===== src/rtl/dmb_rdout_pkg.sv =====
// Shared definitions for the DMB FIFO readout sequencer: FIFO numbering,
// bus layout and the sequencer state encoding.
package dmb_rdout_pkg;

    localparam int NFIFO      = 7;
    localparam int EOF_BIT    = 17;

    localparam int FIFO_CFEB1 = 1;
    localparam int FIFO_CFEB2 = 2;
    localparam int FIFO_CFEB3 = 3;
    localparam int FIFO_CFEB4 = 4;
    localparam int FIFO_CFEB5 = 5;
    localparam int FIFO_ALCT  = 6;
    localparam int FIFO_TMB   = 7;

    typedef enum logic [2:0] {
        ST_IDLE,
        ST_PICK,
        ST_OE,
        ST_READ,
        ST_GAP,
        ST_FIN
    } rd_state_t;

endpackage


===== src/rtl/rdout_pick.sv =====
// Lowest-set-bit selector over the pending FIFO mask. The index is the
// 1-based FIFO number (matching FIFO_* constants); 0 when nothing is pending.
module rdout_pick
    import dmb_rdout_pkg::*;
(
    input  logic [6:0] mask,
    output logic [6:0] sel,
    output logic [2:0] idx,
    output logic       none
);

    always_comb begin
        sel  = '0;
        idx  = '0;
        none = 1'b1;
        // Scan downwards so the lowest set bit is the last one to win.
        for (int i = NFIFO - 1; i >= 0; i--) begin
            if (mask[i]) begin
                sel    = '0;
                sel[i] = 1'b1;
                idx    = 3'(i + 1);
                none   = 1'b0;
            end
        end
    end

endmodule


===== src/rtl/fifo_rdout_seq.sv =====
// Per-event readout sequencer for the seven DMB data FIFOs: visits each DAV
// FIFO in ascending order, streams it to DOUT until EOF, flags stalls/overruns.
module fifo_rdout_seq
    import dmb_rdout_pkg::*;
#(
    parameter int TMO_LIM = 255,
    parameter int MAXW    = 1024
) (
    input  logic        CLKDDU,
    input  logic        RST,
    input  logic        EVT_START,
    input  logic [6:0]  DAVMASK,
    input  logic [6:0]  FFOR_B,
    input  logic [17:0] DATAIN,
    input  logic        HOLD,
    output logic [6:0]  OEFIFO_B,
    output logic [6:0]  RENFIFO_B,
    output logic [15:0] DOUT,
    output logic        DOUT_VLD,
    output logic        DOUT_LAST,
    output logic        BUSY,
    output logic        DONE,
    output logic [6:0]  TMO,
    output logic [6:0]  TRUNC,
    output logic        OVLP
);

    localparam int TW = $clog2(TMO_LIM + 1);
    localparam int WW = $clog2(MAXW + 1);

    rd_state_t     state, state_nxt;
    logic [6:0]    pend, sel_oh, tmo_q, trunc_q, pk_oh;
    logic [2:0]    sel_idx, pk_idx;
    logic          pk_none;
    logic          rd_q, busy_q, done_q, ovlp_q, vld_q, last_q;
    logic [15:0]   dout_q;
    logic [TW-1:0] tcnt;
    logic [WW-1:0] wcnt;
    logic          in_read, rdy, cap, cap_eof, wlim, ren;
    logic          stall_inc, tmo_hit, trunc_hit;
    logic          unused_rsvd;

    rdout_pick u_pick (
        .mask (pend),
        .sel  (pk_oh),
        .idx  (pk_idx),
        .none (pk_none)
    );

    assign unused_rsvd = DATAIN[16];

    assign in_read = (state == ST_READ);
    assign rdy     = ~FFOR_B[sel_idx - 3'd1];
    assign cap     = in_read & rd_q;
    assign cap_eof = cap & DATAIN[EOF_BIT];
    // Words already captured plus the one in flight; never strobe past MAXW.
    assign wlim    = (int'(wcnt) + int'(rd_q)) >= MAXW;
    // EOF arriving on the bus this cycle suppresses the next strobe directly.
    assign ren     = in_read & rdy & ~HOLD & ~cap_eof & ~wlim;

    assign stall_inc = in_read & ~rdy & ~HOLD;
    assign tmo_hit   = stall_inc & (int'(tcnt) == TMO_LIM - 1);
    assign trunc_hit = cap & ~DATAIN[EOF_BIT] & ((int'(wcnt) + 1) >= MAXW);

    always_comb begin
        state_nxt = state;
        OEFIFO_B  = 7'h7F;
        RENFIFO_B = 7'h7F;
        case (state)
            ST_IDLE: if (EVT_START) state_nxt = ST_PICK;
            ST_PICK: state_nxt = pk_none ? ST_FIN : ST_OE;
            ST_OE: begin
                OEFIFO_B  = ~sel_oh;
                state_nxt = ST_READ;
            end
            ST_READ: begin
                OEFIFO_B = ~sel_oh;
                if (ren) RENFIFO_B = ~sel_oh;
                if (cap_eof || trunc_hit || tmo_hit) state_nxt = ST_GAP;
            end
            ST_GAP:  state_nxt = ST_PICK;
            ST_FIN:  state_nxt = ST_IDLE;
            default: state_nxt = ST_IDLE;
        endcase
    end

    always_ff @(posedge CLKDDU) begin
        if (RST) begin
            state   <= ST_IDLE;
            pend    <= '0;
            sel_oh  <= '0;
            sel_idx <= '0;
            tcnt    <= '0;
            wcnt    <= '0;
            rd_q    <= 1'b0;
            busy_q  <= 1'b0;
            done_q  <= 1'b0;
            ovlp_q  <= 1'b0;
            vld_q   <= 1'b0;
            last_q  <= 1'b0;
            dout_q  <= '0;
            tmo_q   <= '0;
            trunc_q <= '0;
        end else begin
            state  <= state_nxt;
            rd_q   <= ren;
            done_q <= (state == ST_FIN);
            vld_q  <= 1'b0;
            last_q <= 1'b0;
            if (EVT_START && state != ST_IDLE) ovlp_q <= 1'b1;

            case (state)
                ST_IDLE: begin
                    if (EVT_START) begin
                        pend    <= DAVMASK;
                        tmo_q   <= '0;
                        trunc_q <= '0;
                        busy_q  <= 1'b1;
                    end
                end
                ST_PICK: begin
                    if (!pk_none) begin
                        pend    <= pend & ~pk_oh;
                        sel_oh  <= pk_oh;
                        sel_idx <= pk_idx;
                        tcnt    <= '0;
                        wcnt    <= '0;
                    end
                end
                ST_READ: begin
                    if (cap) begin
                        dout_q <= DATAIN[15:0];
                        vld_q  <= 1'b1;
                        last_q <= DATAIN[EOF_BIT];
                        if (int'(wcnt) < MAXW) wcnt <= wcnt + 1'b1;
                    end
                    if (ren)            tcnt <= '0;
                    else if (stall_inc) tcnt <= tcnt + 1'b1;
                    if (tmo_hit)   tmo_q   <= tmo_q | sel_oh;
                    if (trunc_hit) trunc_q <= trunc_q | sel_oh;
                end
                ST_FIN:  busy_q <= 1'b0;
                default: ;
            endcase
        end
    end

    assign DOUT      = dout_q;
    assign DOUT_VLD  = vld_q;
    assign DOUT_LAST = last_q;
    assign BUSY      = busy_q;
    assign DONE      = done_q;
    assign TMO       = tmo_q;
    assign TRUNC     = trunc_q;
    assign OVLP      = ovlp_q;

endmodule


===== config.mk =====
export PLATFORM = sky130hd
export DESIGN_NAME = fifo_rdout_seq
export DESIGN_NICKNAME = d
export VERILOG_FILES = /design/src/rtl/dmb_rdout_pkg.sv /design/src/rtl/rdout_pick.sv /design/src/rtl/fifo_rdout_seq.sv
export SDC_FILE = /design/constraint.sdc
export NUM_CORES = 1
export LEC_CHECK = 0
export BUFFER_PORTS_ARGS = -buffer_cell sky130_fd_sc_hd__buf_2
export CAP_MARGIN = 20
export CELL_PAD_IN_SITES_DETAIL_PLACEMENT = 1
export CELL_PAD_IN_SITES_GLOBAL_PLACEMENT = 2
export CORE_MARGIN = 2
export CORE_UTILIZATION = 31
export DETAILED_ROUTE_END_ITERATION = 12
export GPL_ROUTABILITY_DRIVEN = 0
export PLACE_DENSITY = 0.88
export SLEW_MARGIN = 15
export SYNTH_ARGS = -nofsm -noshare
export SYNTH_HDL_FRONTEND = slang
export SYNTH_SLANG_ARGS = --single-unit

===== constraint.sdc =====
create_clock -name CLKDDU -period 2.91 [get_ports CLKDDU]
set_clock_uncertainty 0.1 [all_clocks]
set_input_delay 0.291 -clock CLKDDU [delete_from_list [all_inputs] [get_ports CLKDDU]]
set_output_delay 0.291 -clock CLKDDU [all_outputs]
set_load 0.01 [all_outputs]

==> run_results.csv, run 1 <==
group,metric,value,unit
run_status,outcome,"completed",
yosys,synthFlopType,"dfxtp_1",
min_path,hp-class,"input pin to flop",
detailed_routing,drc,0,
detailed_routing,num_vias,3239,
grt,grt_max_degree,37,
min_path,worstHoldStart,"DATAIN[11]",
timing,fin_crit,2.87,ns
worst_setup_path,reg2reg_to,"tcnt[0]",
floorplanning,core,0.0108,sq mm
worst_setup_path,crit_type,"flop to output pin",
worst_setup_path,crit_fanout,5,
worst_setup_path,path_cells,"inv_2 > ha_4 > mux2_4 > mux4_2 > a211oi_2 > buf_4 > nand2_1 > buf_2",
clock_tree,h-tree-depth,3,
finish,layout-drive-gt1-share,26.3,%
grt,grt_pass1_wl,16000,um
clock_tree,clock_latency,0.35,ns
timing,holdWs,0.0689,ns
timing,setup-violations-final,0,
yosys,synthesis.area,0.00340,sq mm
timing,hold_viol_final,0,
worst_setup_path,critPathBufInv,3,
worst_setup_path,crit_end,"RENFIFO_B[0]",
timing,max_freq,348,MHz
worst_setup_path,rrSetupSlack,0.40,ns
detailed_routing,antenna_left,0,
worst_setup_path,r2r_cells,9,
yosys,syn-num-nets,448,
detailed_routing,wire_per_inst,15.2,um
yosys,yosysUniqueCellTypes,56,
grt,track_usage,17.2,%
worst_setup_path,end_kind,"output pin",
worst_setup_path,cp_slowest_cell,"mux4_2",
timing,finalMaxSlewViolations,0,
placed_design,dp_hpwl,7010,um
placed_design,place_inst,615,
yosys,synthCells,405,
clock_tree,cts_hold_buf,0,
detailed_routing,viasPerCell,5.11,
worst_setup_path,critical_path_required,2.52,ns
detailed_routing,dr.pass1.iters,4,
placed_design,postPlaceCellArea,0.00396,sq mm
finish,fillerInstances,1326,
grt,antenna_found_initial,0,
grt,grt.overflow.total,0,
clock_tree,cts.sinks,75,
finish,post-route-cell-area,0.00420,sq mm
finish,diodes,0,
floorplanning,io_pins,85,
run,drv_cap,0,
worst_setup_path,crit_cells,8,
clock_tree,cts_root_buf,"clkbuf_8",
worst_setup_path,startpoint,"sel_idx[1]",
worst_setup_path,cpLargestDelayFamily,"multiplexers",
clock_tree,clock_tree.buffer_depth,2,
floorplanning,die_y,109,um
finish,layout_commonest_cell,"buf_2",
yosys,synth_warnings,0,
floorplanning,rows,38,
floorplanning,initial_utilization,31.5,%
worst_setup_path,crit_arrival,2.48,ns
floorplanning,dieArea,0.0118,sq mm
finish,layout.nets,533,
timing,slew_headroom,55.2,%
yosys,synthArstFlopShare,0,%
detailed_routing,routed_wl,9650,um
grt,grt_pass1_vias,3233,
yosys,seq_area_frac_synth,44.1,%
detailed_routing,drt_iter0_drc,154,
worst_setup_path,cpPeakStageDelay,0.53,ns
worst_setup_path,crit_path_start_kind,"flop",
timing,rsz0062_at_grt,"yes",
finish,finalNonFillerCells,634,
clock_tree,clk_pin_slew,0.08,ns
finish,layout_common_cells,"83 x buf_2, 73 x dfxtp_1, 63 x nand2_1",
clock_tree,cts_made_buffers,9,
floorplanning,die_w,109,um
timing,worst_pin_slew,0.669,ns
pwr,power.density,748,mW/mm^2
placed_design,dp_slack,0.202,ns
pwr,power_leakage,1.67,nW
timing,fin_ws,0.0372,ns
pwr,vdd_drop_max,0.000329,V
timing,post-route-period-util,98.7,%
yosys,synth-edff-count,0,
yosys,syn_avg_cell_area,8.40,sq um
finish,syn2layout_area_growth,23.5,%
clock_tree,cts_tree,"yes",
yosys,ys_seq_elements,75,
worst_setup_path,rr_startpoint,"sel_idx[1]",
placed_design,portBuffers,83,
-- Yosys cell counts (2+ instances only) --
library cell | n | area [sq um]
a31o_2 | 3 | 26.3
nor4_1 | 2 | 12.5
o211ai_1 | 3 | 22.5
or3_1 | 8 | 50.1
mux4_2 | 2 | 45.0
buf_2 | 4 | 20.0
xor2_1 | 6 | 52.6
nand4_1 | 6 | 37.5
xnor2_1 | 2 | 17.5
nor3_1 | 8 | 40.0
o21ai_0 | 13 | 65.1
dfxtp_1 | 75 | 1500
ha_1 | 7 | 87.6
clkbuf_1 | 13 | 48.8
inv_1 | 10 | 37.5
a21o_1 | 3 | 22.5
o32ai_1 | 2 | 17.5
a211oi_1 | 3 | 22.5
nand4b_1 | 2 | 17.5
nor2_1 | 44 | 165
and3_1 | 4 | 25.0
and2_1 | 6 | 37.5
o21bai_1 | 2 | 15.0
nor2b_1 | 2 | 12.5
a22oi_1 | 2 | 15.0
or4_1 | 4 | 30.0
nand2b_1 | 2 | 12.5
nand2_1 | 63 | 236
nor2_2 | 2 | 12.5
a21oi_1 | 51 | 255
and4_1 | 4 | 35.0
mux2_2 | 3 | 33.8
a22o_1 | 7 | 61.3
or4b_1 | 2 | 20.0
a21boi_0 | 2 | 15.0
o41ai_1 | 2 | 17.5
nand3_1 | 11 | 55.1
o2111ai_1 | 2 | 17.5
-- cell type report --
cell class | instances | area [sq um] | area share [%]
repair buffers | 94 | 498 | 11.8
multi-input cells | 300 | 1800 | 42.8
clock buffers | 10 | 138 | 3.27
well taps | 140 | 175 | 4.17
flip-flops and latches | 75 | 1500 | 35.8
inverters | 10 | 37.5 | 0.893
clock inverters | 5 | 53.8 | 1.28
-- timing repair --
action	4_1_cts	5_1_grt
setup buffers	3	1
setup endpoints to repair	7	7
pin swaps	2	2
gates resized for setup	4	5
endpoints found under the hold margin	0	0
-- logic make-up after synthesis --
| kind of cell | after synthesis | synth area share (%) |
|---|---|---|
| AND/OR/NAND/NOR | 176 | 25.4 |
| AO/OA/AOI/OAI | 104 | 19.7 |
| flip-flops | 75 | 44.1 |
| buffers and inverters | 30 | 3.79 |
| XOR/XNOR | 8 | 2.06 |
| adder cells (fa/ha/maj) | 7 | 2.57 |
| multiplexers | 5 | 2.32 |
-- worst register-to-register path: stages, from the launching register on --
cell	delay, ns
dfxtp_2	0.34
inv_2	0.04
ha_4	0.29
mux2_4	0.31
mux4_2	0.53
a211oi_2	0.24
buf_4	0.17
buf_4	0.14
nand2b_1	0.16
o31ai_1	0.08
-- worst min path at each step --
stage          cells after the start   endpoint
2_1_floorplan                      1  DOUT_LAST
3_3_place_gp                       2   DOUT[14]
3_5_place_dp                       2    DOUT[9]
4_1_cts                            3    DOUT[0]
5_1_grt                            3    DOUT[3]
6_report                           3   DOUT[11]
-- through the flow --
step	utilization (%)	setup TNS [ns]	power, mW
5_1_grt	38.9	-0.448	3.37
2_1_floorplan	-	0	2.01
4_1_cts	38.8	0	3.15
6_report	38.9	0	3.14
3_5_place_dp	36.6	0	2.30
3_3_place_gp	36.6	0	2.27
-- power breakdown --
| group | total (mW) | internal, mW | switching, mW |
|---|---|---|---|
| clock | 0.797 | 0.412 | 0.385 |
| combinational | 1.11 | 0.437 | 0.670 |
| sequential | 1.24 | 1.11 | 0.127 |
| total | 3.14 | 1.96 | 1.18 |
-- flip-flops by register name, indices dropped and copies added, names as in the netlist, 3 cells and up --
signal and flops:
sel_oh 7, pend 7, wcnt 11, state 3, TMO 7, DOUT 16
sel_idx 3, tcnt 8, TRUNC 7
-- metal layers --
layer / part of all wire (%) / global-route usage, % / up-vias
li1: - / - / 1603
met1: 46 / 21.9 / 1558
met2: 47 / 27.6 / 68
met3: 5.8 / 5.98 / 10
met4: 1.3 / 4.76 / 0
met5: 0 / 0 / -
(Power assumes the default switching activity.)
==> run 2, diff against run 1 <==
--- a/config.mk
+++ b/config.mk
@@ -12,8 +12,8 @@
 export CORE_MARGIN = 2
 export CORE_UTILIZATION = 31
 export DETAILED_ROUTE_END_ITERATION = 12
-export GPL_ROUTABILITY_DRIVEN = 0
 export PLACE_DENSITY = 0.88
+export RECOVER_POWER = 50
 export SLEW_MARGIN = 15
 export SYNTH_ARGS = -nofsm -noshare
 export SYNTH_HDL_FRONTEND = slang
==> run 2 against run 1 <==
  * Register-to-register slack got worse by 0.18 ns
  * Sequential share of layout area grew 0.45 points
  * Largest cell class unchanged
  * Final area shrank 1.3%
  * Clock power decreased by 0.5%
  * First-iteration DRC count grew 13%
  * Largest power group unchanged
  * Power decreased by 0.32%
  * Die area unchanged
==> run_results.csv, run 2 (same netlist as run 1, synthesis figures left out) <==
group,metric,value,unit
floorplanning,die_y,109,um
clock_tree,clk_pin_slew,0.08,ns
pwr,vdd_drop_max,0.000329,V
timing,setup-violations-final,0,
finish,largest_reg_flops,16,
detailed_routing,dr.pass1.iters,4,
finish,layout_commonest_cell,"dfxtp_1",
timing,slew_headroom,40.6,%
grt,grt.overflow.total,0,
run,drv_cap,0,
min_path,whs_path_depth,3,
worst_setup_path,path_cells,"inv_2 > ha_4 > mux2_4 > mux4_2 > a211oi_2 > buf_4 > nand2_1 > buf_2",
worst_setup_path,rrSetupSlack,0.22,ns
clock_tree,cts_root_buf,"clkbuf_8",
finish,syn2layout_area_growth,21.9,%
worst_setup_path,crit_type,"flop to output pin",
detailed_routing,antenna_left,0,
worst_setup_path,critical_path_required,2.52,ns
min_path,min_to,"DOUT[11]",
detailed_routing,num_vias,3245,
timing,hold_viol_final,0,
floorplanning,io_pins,85,
grt,grt_max_degree,37,
clock_tree,clock_tree.buffer_depth,2,
placed_design,gp_congestion,0.869,
finish,layout_common_cells,"73 x dfxtp_1, 63 x nand2_1, 51 x a21oi_1",
worst_setup_path,crit_path_start_kind,"flop",
placed_design,dp_hpwl,7010,um
timing,fin_setup_tns,0,ns
worst_setup_path,rr_startpoint,"pend[0]",
worst_setup_path,r2r_cells,5,
worst_setup_path,cp_slowest_cell,"mux4_2",
worst_setup_path,cpPeakStageDelay,0.53,ns
pwr,power_leakage,1.51,nW
run_status,outcome,"completed",
grt,grt_pass1_wl,16000,um
worst_setup_path,crit_arrival,2.48,ns
detailed_routing,drc,0,
floorplanning,core,0.0108,sq mm
grt,grt_pass1_vias,3233,
pwr,power.density,755,mW/mm^2
finish,diodes,0,
clock_tree,cts_tree,"yes",
floorplanning,die_w,109,um
timing,rsz0062_at_grt,"yes",
floorplanning,dieArea,0.0118,sq mm
finish,layout-drive-gt1-share,18.6,%
finish,layout.nets,533,
worst_setup_path,reg2reg_to,"wcnt[8]",
timing,holdWs,0.0716,ns
worst_setup_path,end_kind,"output pin",
clock_tree,cts.sinks,75,
clock_tree,cts_made_buffers,9,
timing,post-route-period-util,98.8,%
detailed_routing,routed_wl,9630,um
min_path,worstHoldStart,"DATAIN[11]",
clock_tree,h-tree-depth,3,
clock_tree,clock_latency,0.35,ns
grt,track_usage,17.2,%
placed_design,portBuffers,83,
timing,worst_pin_slew,0.891,ns
timing,max_freq,348,MHz
min_path,hp-class,"input pin to flop",
detailed_routing,viasPerCell,5.12,
detailed_routing,wire_per_inst,15.2,um
floorplanning,rows,38,
timing,finalMaxSlewViolations,0,
detailed_routing,drt_iter0_drc,174,
floorplanning,initial_utilization,31.5,%
worst_setup_path,crit_fanout,5,
timing,fin_crit,2.87,ns
grt,antenna_found_initial,0,
[run 2: cell types whose count changed in the layout (fill, tap and decap cells not counted), sizes merged]
cell / before / now
buf: 94 / 58
clkbuf: 10 / 46
[run 2: critical path, delay by kind of cell (launching register included)]
family | cells | cell delay (ns)
multiplexers | 2 | 0.84
buffers and inverters | 3 | 0.36
flip-flops | 1 | 0.34
adder cells (fa/ha/maj) | 1 | 0.29
AO/OA/AOI/OAI | 1 | 0.24
AND/OR/NAND/NOR | 1 | 0.06
[run 2: worst max path at each step]
stage | endpoint | from | slack [ns]
6_report | RENFIFO_B[0] | sel_idx[1] | 0.04
5_1_grt | RENFIFO_B[6] | sel_idx[0] | -0.08
4_1_cts | RENFIFO_B[0] | sel_idx[1] | 0.003
3_5_place_dp | RENFIFO_B[3] | sel_idx[0] | 0.20
3_3_place_gp | RENFIFO_B[2] | sel_idx[0] | 0.24
2_1_floorplan | RENFIFO_B[0] | sel_idx[0] | 0.25
[run 2: routing by layer]
metal / up-vias / share of wire, % / global-route usage [%]
li1: 1602 / - / -
met1: 1558 / 46 / 21.9
met2: 73 / 47 / 27.6
met3: 12 / 5.6 / 5.98
met4: 0 / 1.1 / 4.76
met5: - / 0 / 0
[run 2: final cells by class]
class	count	area, sq um
Multi-Input combinational cell	300	1790
Inverter	10	37.5
Fill cell	1341	6640
Tap cell	140	175
Sequential cell	75	1500
Clock buffer	10	138
Clock inverter	5	53.8
Timing Repair Buffer	94	450
[run 2: per-stage QoR]
stage	setup WS, ns	area [sq um]	cells	power, mW	utilization, %
floorplan	0.250	3400	405	2.01	-
global placement	0.239	3960	615	2.27	36.6
detailed placement	0.202	3960	615	2.30	36.6
CTS	0.00286	4180	633	3.15	38.8
global route	-0.0770	4150	634	3.36	38.5
finish	0.0352	4150	634	3.13	38.5
[run 2: what timing repair did]
item,4_1_cts,5_1_grt
buffers inserted,3,1
gates resized for setup,4,5
pin swaps,2,2
hold buffers,0,0
setup endpoints to repair,7,7
[run 2: where the power goes]
part           switching [mW]  internal [mW]  leakage (nW)
Combinational           0.671          0.429         0.802
Sequential              0.127           1.11         0.607
Clock                   0.381          0.412         0.102
Total                    1.18           1.95          1.51
